[src/rtl/irq_capture4_if.sv]
// irq_capture4_if: request, mask and handshake bundle for the irq_capture4 stage.
// slave is the capture block itself; master is the request source / grant consumer.
interface irq_capture4_if;
  logic [3:0] req;
  logic [3:0] mask;
  logic       ack;
  logic       ovr_clr;
  logic [1:0] code;
  logic       valid;
  logic [3:0] pending;
  logic [3:0] overrun;
  logic       timeout;

  modport slave (
    input  req, mask, ack, ovr_clr,
    output code, valid, pending, overrun, timeout
  );

  modport master (
    output req, mask, ack, ovr_clr,
    input  code, valid, pending, overrun, timeout
  );
endinterface

[src/rtl/irq_capture4.sv]
// irq_capture4: four-line interrupt capture with fixed priority (line 3 highest),
// valid/ack grant handshake, ack timeout and per-line overrun flags.
// Build option IRQ_EDGE_DETECT_EN: rising-edge set events plus overrun tracking;
// when undefined, set events are levels and overrun is tied to 0.
module irq_capture4 #(
  parameter int unsigned TIMEOUT = 16
) (
  input logic         clk,
  input logic         rst,
  irq_capture4_if.slave bus
);

  localparam int unsigned CW = (TIMEOUT > 0) ? $clog2(TIMEOUT + 1) : 1;
  localparam logic [CW-1:0] CNT_LAST = (TIMEOUT > 0) ? CW'(TIMEOUT - 1) : '0;
  localparam logic [CW-1:0] CNT_MAX  = '1;

  typedef enum logic {IDLE, GRANT} state_t;

  state_t        state, state_nxt;
  logic [1:0]    code_q, code_nxt;
  logic          valid_q, valid_nxt;
  logic          timeout_q, timeout_nxt;
  logic [3:0]    pending_q, pending_nxt;
  logic [3:0]    overrun_q, overrun_nxt;
  logic [CW-1:0] cnt, cnt_nxt;
  logic [3:0]    set_ev;
  logic [3:0]    pend_mask;
  logic [1:0]    top_idx;

`ifdef IRQ_EDGE_DETECT_EN
  logic [3:0] req_d;

  // Previous request sample; resets to 0 so a line already high counts as an edge.
  always_ff @(posedge clk or posedge rst) begin
    if (rst) req_d <= 4'b0000;
    else     req_d <= bus.req;
  end

  assign set_ev = bus.req & ~req_d;
`else
  logic unused_ovr_clr;

  assign set_ev         = bus.req;
  assign unused_ovr_clr = bus.ovr_clr;
`endif

  assign pend_mask = pending_q & bus.mask;

  // Highest enabled pending line wins.
  always_comb begin
    top_idx = 2'd0;
    if (pend_mask[3])      top_idx = 2'd3;
    else if (pend_mask[2]) top_idx = 2'd2;
    else if (pend_mask[1]) top_idx = 2'd1;
    else                   top_idx = 2'd0;
  end

  // Next-state and next-output logic for the grant FSM, capture and overrun.
  always_comb begin
    state_nxt   = state;
    code_nxt    = code_q;
    valid_nxt   = valid_q;
    timeout_nxt = 1'b0;
    cnt_nxt     = cnt;
    pending_nxt = pending_q | set_ev;
`ifdef IRQ_EDGE_DETECT_EN
    overrun_nxt = (bus.ovr_clr ? 4'b0000 : overrun_q) | (set_ev & pending_q);
`else
    overrun_nxt = 4'b0000;
`endif

    case (state)
      IDLE: begin
        if (|pend_mask) begin
          state_nxt = GRANT;
          code_nxt  = top_idx;
          valid_nxt = 1'b1;
          cnt_nxt   = '0;
        end
      end
      GRANT: begin
        if (bus.ack) begin
          state_nxt = IDLE;
          valid_nxt = 1'b0;
          // A fresh event on the granted line in the same cycle keeps it pending.
          if (!set_ev[code_q]) pending_nxt[code_q] = 1'b0;
        end else if ((TIMEOUT != 0) && (cnt == CNT_LAST)) begin
          state_nxt   = IDLE;
          valid_nxt   = 1'b0;
          timeout_nxt = 1'b1;
        end else if (cnt != CNT_MAX) begin
          cnt_nxt = CW'(cnt + 1'b1);
        end
      end
      default: begin
        state_nxt = IDLE;
        valid_nxt = 1'b0;
      end
    endcase
  end

  // State and registered outputs.
  always_ff @(posedge clk or posedge rst) begin
    if (rst) begin
      state     <= IDLE;
      code_q    <= 2'd0;
      valid_q   <= 1'b0;
      timeout_q <= 1'b0;
      cnt       <= '0;
      pending_q <= 4'b0000;
      overrun_q <= 4'b0000;
    end else begin
      state     <= state_nxt;
      code_q    <= code_nxt;
      valid_q   <= valid_nxt;
      timeout_q <= timeout_nxt;
      cnt       <= cnt_nxt;
      pending_q <= pending_nxt;
      overrun_q <= overrun_nxt;
    end
  end

  assign bus.code    = code_q;
  assign bus.valid   = valid_q;
  assign bus.timeout = timeout_q;
  assign bus.pending = pending_q;
  assign bus.overrun = overrun_q;

endmodule

[src/flat_wrapper.sv]
// flat-port wrapper written by rule: the top's interface ports become plain ports
module irq_capture4_flat 
#(
  parameter int unsigned TIMEOUT = 16
)
  (clk, rst, bus_req, bus_mask, bus_ack, bus_ovr_clr, bus_code, bus_valid, bus_pending, bus_overrun, bus_timeout);
  irq_capture4_if bus_i ();
  input logic clk;
  input logic rst;
  input wire logic [$bits(bus_i.req)-1:0] bus_req;
  input wire logic [$bits(bus_i.mask)-1:0] bus_mask;
  input wire logic [$bits(bus_i.ack)-1:0] bus_ack;
  input wire logic [$bits(bus_i.ovr_clr)-1:0] bus_ovr_clr;
  output wire logic [$bits(bus_i.code)-1:0] bus_code;
  output wire logic [$bits(bus_i.valid)-1:0] bus_valid;
  output wire logic [$bits(bus_i.pending)-1:0] bus_pending;
  output wire logic [$bits(bus_i.overrun)-1:0] bus_overrun;
  output wire logic [$bits(bus_i.timeout)-1:0] bus_timeout;
  assign bus_i.req = bus_req;
  assign bus_i.mask = bus_mask;
  assign bus_i.ack = bus_ack;
  assign bus_i.ovr_clr = bus_ovr_clr;
  assign bus_code = bus_i.code;
  assign bus_valid = bus_i.valid;
  assign bus_pending = bus_i.pending;
  assign bus_overrun = bus_i.overrun;
  assign bus_timeout = bus_i.timeout;
  irq_capture4 #(.TIMEOUT(TIMEOUT)) u_core (.clk(clk), .rst(rst), .bus(bus_i));
endmodule
[config.mk]
export PLATFORM = sky130hd
export DESIGN_NAME = irq_capture4_flat
export DESIGN_NICKNAME = d
export VERILOG_FILES = /design/src/rtl/irq_capture4_if.sv /design/src/rtl/irq_capture4.sv /design/src/flat_wrapper.sv
export SDC_FILE = /design/constraint.sdc
export NUM_CORES = 1
export LEC_CHECK = 0
export ABC_AREA = 1
export BUFFER_PORTS_ARGS = -buffer_cell sky130_fd_sc_hd__buf_4
export CAP_MARGIN = 20
export CORE_MARGIN = 5
export CORE_UTILIZATION = 50
export CTS_CLUSTER_SIZE = 40
export DETAILED_ROUTE_END_ITERATION = 8
export GPL_TIMING_DRIVEN = 0
export PLACE_DENSITY = 0.77
export SYNTH_ARGS = -nofsm -noshare
export SYNTH_HDL_FRONTEND = slang
export SYNTH_SLANG_ARGS = --single-unit
[constraint.sdc]
create_clock -name clk -period 1.7 [get_ports clk]
set_input_delay 0.255 -clock clk [delete_from_list [all_inputs] [get_ports clk]]
set_output_delay 0.255 -clock clk [all_outputs]
set_load 0.02 [all_outputs]
==> flow_summary_export.csv <==
group,metric,value,unit
synth,synth_fa_ha_area_share,5.95,%
placement,gp_congestion,0.787,
worst_hold_path,hold_path.class,"in -> async",
timing,max_freq,621,MHz
pwr,p_comb_share,48.1,%
synth,synth_warnings,0,
timing,whs,-0.0195,ns
synth,synthXorXnorAreaFrac,0,%
synth,syn-instance-count,114,
run,drv_cap,0,
timing,slew_violations,0,
route,wl_per_cell,11.5,um
finish,syn2layout_area_growth,26.8,%
clocking,cts_tree,"yes",
finish,antenna_cells,0,
setup_path,reg2reg_to,"u_core.cnt[4]",
floorplanning,initial_utilization,53.9,%
timing,skew,0.00458,ns
clocking,cts-root-buf,"clkbuf_4",
clocking,cts_htree_levels,1,
setup_path,startpoint,"u_core.cnt[0]",
route,drt_pass1_iterations,4,
setup_path,critPathArrivalTime,1.85,ns
synth,yosysSeqAreaShare,41.7,%
clocking,postCtsHoldBufs,0,
timing,maxSlewHeadroom,66.2,%
finish,final_util,68.4,%
clocking,cts_made_buffers,3,
synth,synth-simple-area-share,38.8,%
route,viasPerCell,5.05,
synth,synth_top_family_by_area,"simple AND/OR/NAND/NOR gates",
setup_path,regToRegStartpoint,"u_core.cnt[0]",
global_routing,grt_pass1_wl,2970,um
global_routing,grt_use_total,15.2,%
timing,fin_crit_sh,94.8,%
pwr,clkPwrFrac,16.1,%
setup_path,worst-r2r-cell-count,8,
route,drc_errors,0,
placement,pre_cts_slack,0.0405,ns
global_routing,grt_start_max_net_pins,15,
setup_path,path_max_fanout,7,
timing,finalHoldViolCount,14,
synth,ys_types,20,
setup_path,startpoint_type,"flop",
synth,synth-compound-area-share,2.38,%
timing,fin_ws,0.0891,ns
setup_path,ff2ff_setup_slack,0.09,ns
clocking,clock_sinks,14,
synth,postSynthAreaPerCell,7.38,um^2
floorplanning,dieArea,2600,um^2
clocking,insertion_delay,0.29,ns
pwr,ir_drop,792,uV
finish,drive_above_1_share,30.0,%
finish,final_common_cell,"nand2_1",
timing,min_period,1.61,ns
route,drt_iter0_drc,16,
global_routing,grt_overflow,0,
global_routing,grt_antenna_before_repair,0,
pwr,power_leakage,0.573,nW
clocking,clock_path_buffers,2,
placement,place_inst,151,
synth,ys_seq_elements,14,
run_status,outcome,"complete, but fails checks",
floorplanning,core,1560,um^2
timing,report.final.setup_viol,0,
setup_path,crit_type,"reg -> reg",
pwr,swShare,43.8,%
pwr,power_density,1450,nW/um^2
setup_path,endpoint_kind,"flop",
global_routing,grt_pass1_vias,758,
route,drtAntennaViolNets,0,
floorplanning,rows,14,
placement,hpwlAfterDp,1390,um
floorplanning,die_height,51.0,um
pwr,p_int,0.000868,W
run_status,violations,"negative hold slack",
floorplanning,die_x,51.0,um
timing,worst_pin_slew,0.506,ns
synth,netlist_area,841,um^2
timing,tns,0,ns
route,wirelength,1800,um
setup_path,worstPathRequired,1.94,ns
finish,final_cell_mix,"nand2_1 (35), buf_4 (23), inv_1 (14), dfrtp_1 (14)",
floorplanning,ios,24,
finish,final_cells,156,
pwr,p_sw,0.000678,W
clocking,cts.clk_slew.worst_paths,0.09,ns
route,vias,788,
finish,nNetsFinal,157,
synth,synthMuxAreaShare,0,%
pwr,seqPwrFrac,35.9,%
placement,io_buffers,18,
setup_path,critPathCapture,"u_core.cnt[4]",
-- Yosys cell counts --
| cell type | instances | area (um^2) |
|---|---|---|
| a21oi_1 | 1 | 5.00 |
| buf_4 | 4 | 30.0 |
| conb_1 | 1 | 3.75 |
| dfrtp_1 | 14 | 350 |
| ha_1 | 4 | 50.1 |
| inv_1 | 14 | 52.6 |
| inv_2 | 2 | 7.51 |
| nand2_1 | 35 | 131 |
| nand2_2 | 4 | 25.0 |
| nand3_1 | 7 | 35.0 |
| nand3b_1 | 1 | 7.51 |
| nand4_1 | 4 | 25.0 |
| nor2_1 | 8 | 30.0 |
| nor2_2 | 1 | 6.26 |
| nor3_1 | 3 | 15.0 |
| nor3b_1 | 1 | 7.51 |
| o21ai_0 | 1 | 5.00 |
| o21ai_1 | 2 | 10.0 |
| or2_0 | 2 | 12.5 |
| or2_2 | 5 | 31.3 |
-- worst min-delay path by stage --
stage	end	slack, ns	cells past startpoint
floorplan	u_core.bus.code[0]	0.14	1
global placement	u_core.cnt[0]	0.33	2
detailed placement	u_core.cnt[0]	0.32	2
CTS	u_core.cnt[0]	0.01	2
global route	u_core.bus.pending[2]	0.01	2
finish	u_core.cnt[4]	-0.02	2
-- kinds of logic (layout without fill, tap and decap cells) --
kind of cell             count (synthesis)  in the layout
AND/OR/NAND/NOR                         71             71
flip-flops                              14             14
adder cells (fa/ha/maj)                  4              4
buffers and inverters                   20             43
AO/OA/AOI/OAI                            4              4
other                                    1              4
-- worst max-delay path, cell delays in order, from the launching register on --
cell     delay [ns]
dfrtp_1        0.40
ha_1           0.23
nand2_1        0.12
nor2_2         0.06
ha_1           0.21
nor2_1         0.14
nand2_2        0.12
or2_0          0.21
nand2_1        0.07
-- metal layers --
layer	vias up	global-route usage, %	share of wire [%]
met5	-	0	0
met1	367	16.3	40
li1	399	-	-
met4	0	8.07	1.7
met2	20	26.4	51
met3	2	5.23	7.3
-- flip-flops by register name, indices dropped and copies added, names as in the netlist --
register / count
u_core.bus.valid: 1
u_core.cnt: 5
u_core.state: 1
u_core.bus.code: 2
u_core.bus.pending: 4
u_core.bus.timeout: 1
-- final cells by class --
type                       count  area (um^2)
tap                           16         20.0
clock buffer                   4         36.3
sequential                    14          350
timing repair buffer          19          143
multi-input combinational     83          427
inverter                      16         60.1
fill                         143          493
buffer                         4         30.0
-- per-stage QoR --
step	total power, W	instance area [um^2]	hold WS [ns]
2_1_floorplan	0.00104	852	0.144
3_3_place_gp	0.00125	1010	0.331
3_5_place_dp	0.00128	1010	0.322
4_1_cts	0.00152	1040	0.0135
5_1_grt	0.00167	1070	0.0115
6_report	0.00155	1070	-0.0195
-- timing repair --
item | CTS | global route
buffers inserted | 0 | 1
resized for setup | 0 | 4
endpoints found under the setup margin | 0 | 4
-- power by group through the flow --
stage               Sequential, W  Combinational, W  Clock [W]
global placement         0.000560          0.000692          0
finish                   0.000555          0.000743   0.000248
CTS                      0.000556          0.000719   0.000247
global route             0.000571          0.000827   0.000275
detailed placement       0.000563          0.000716          0
floorplan                0.000635          0.000401          0
Note: power is estimated with default switching activity, not from simulation.
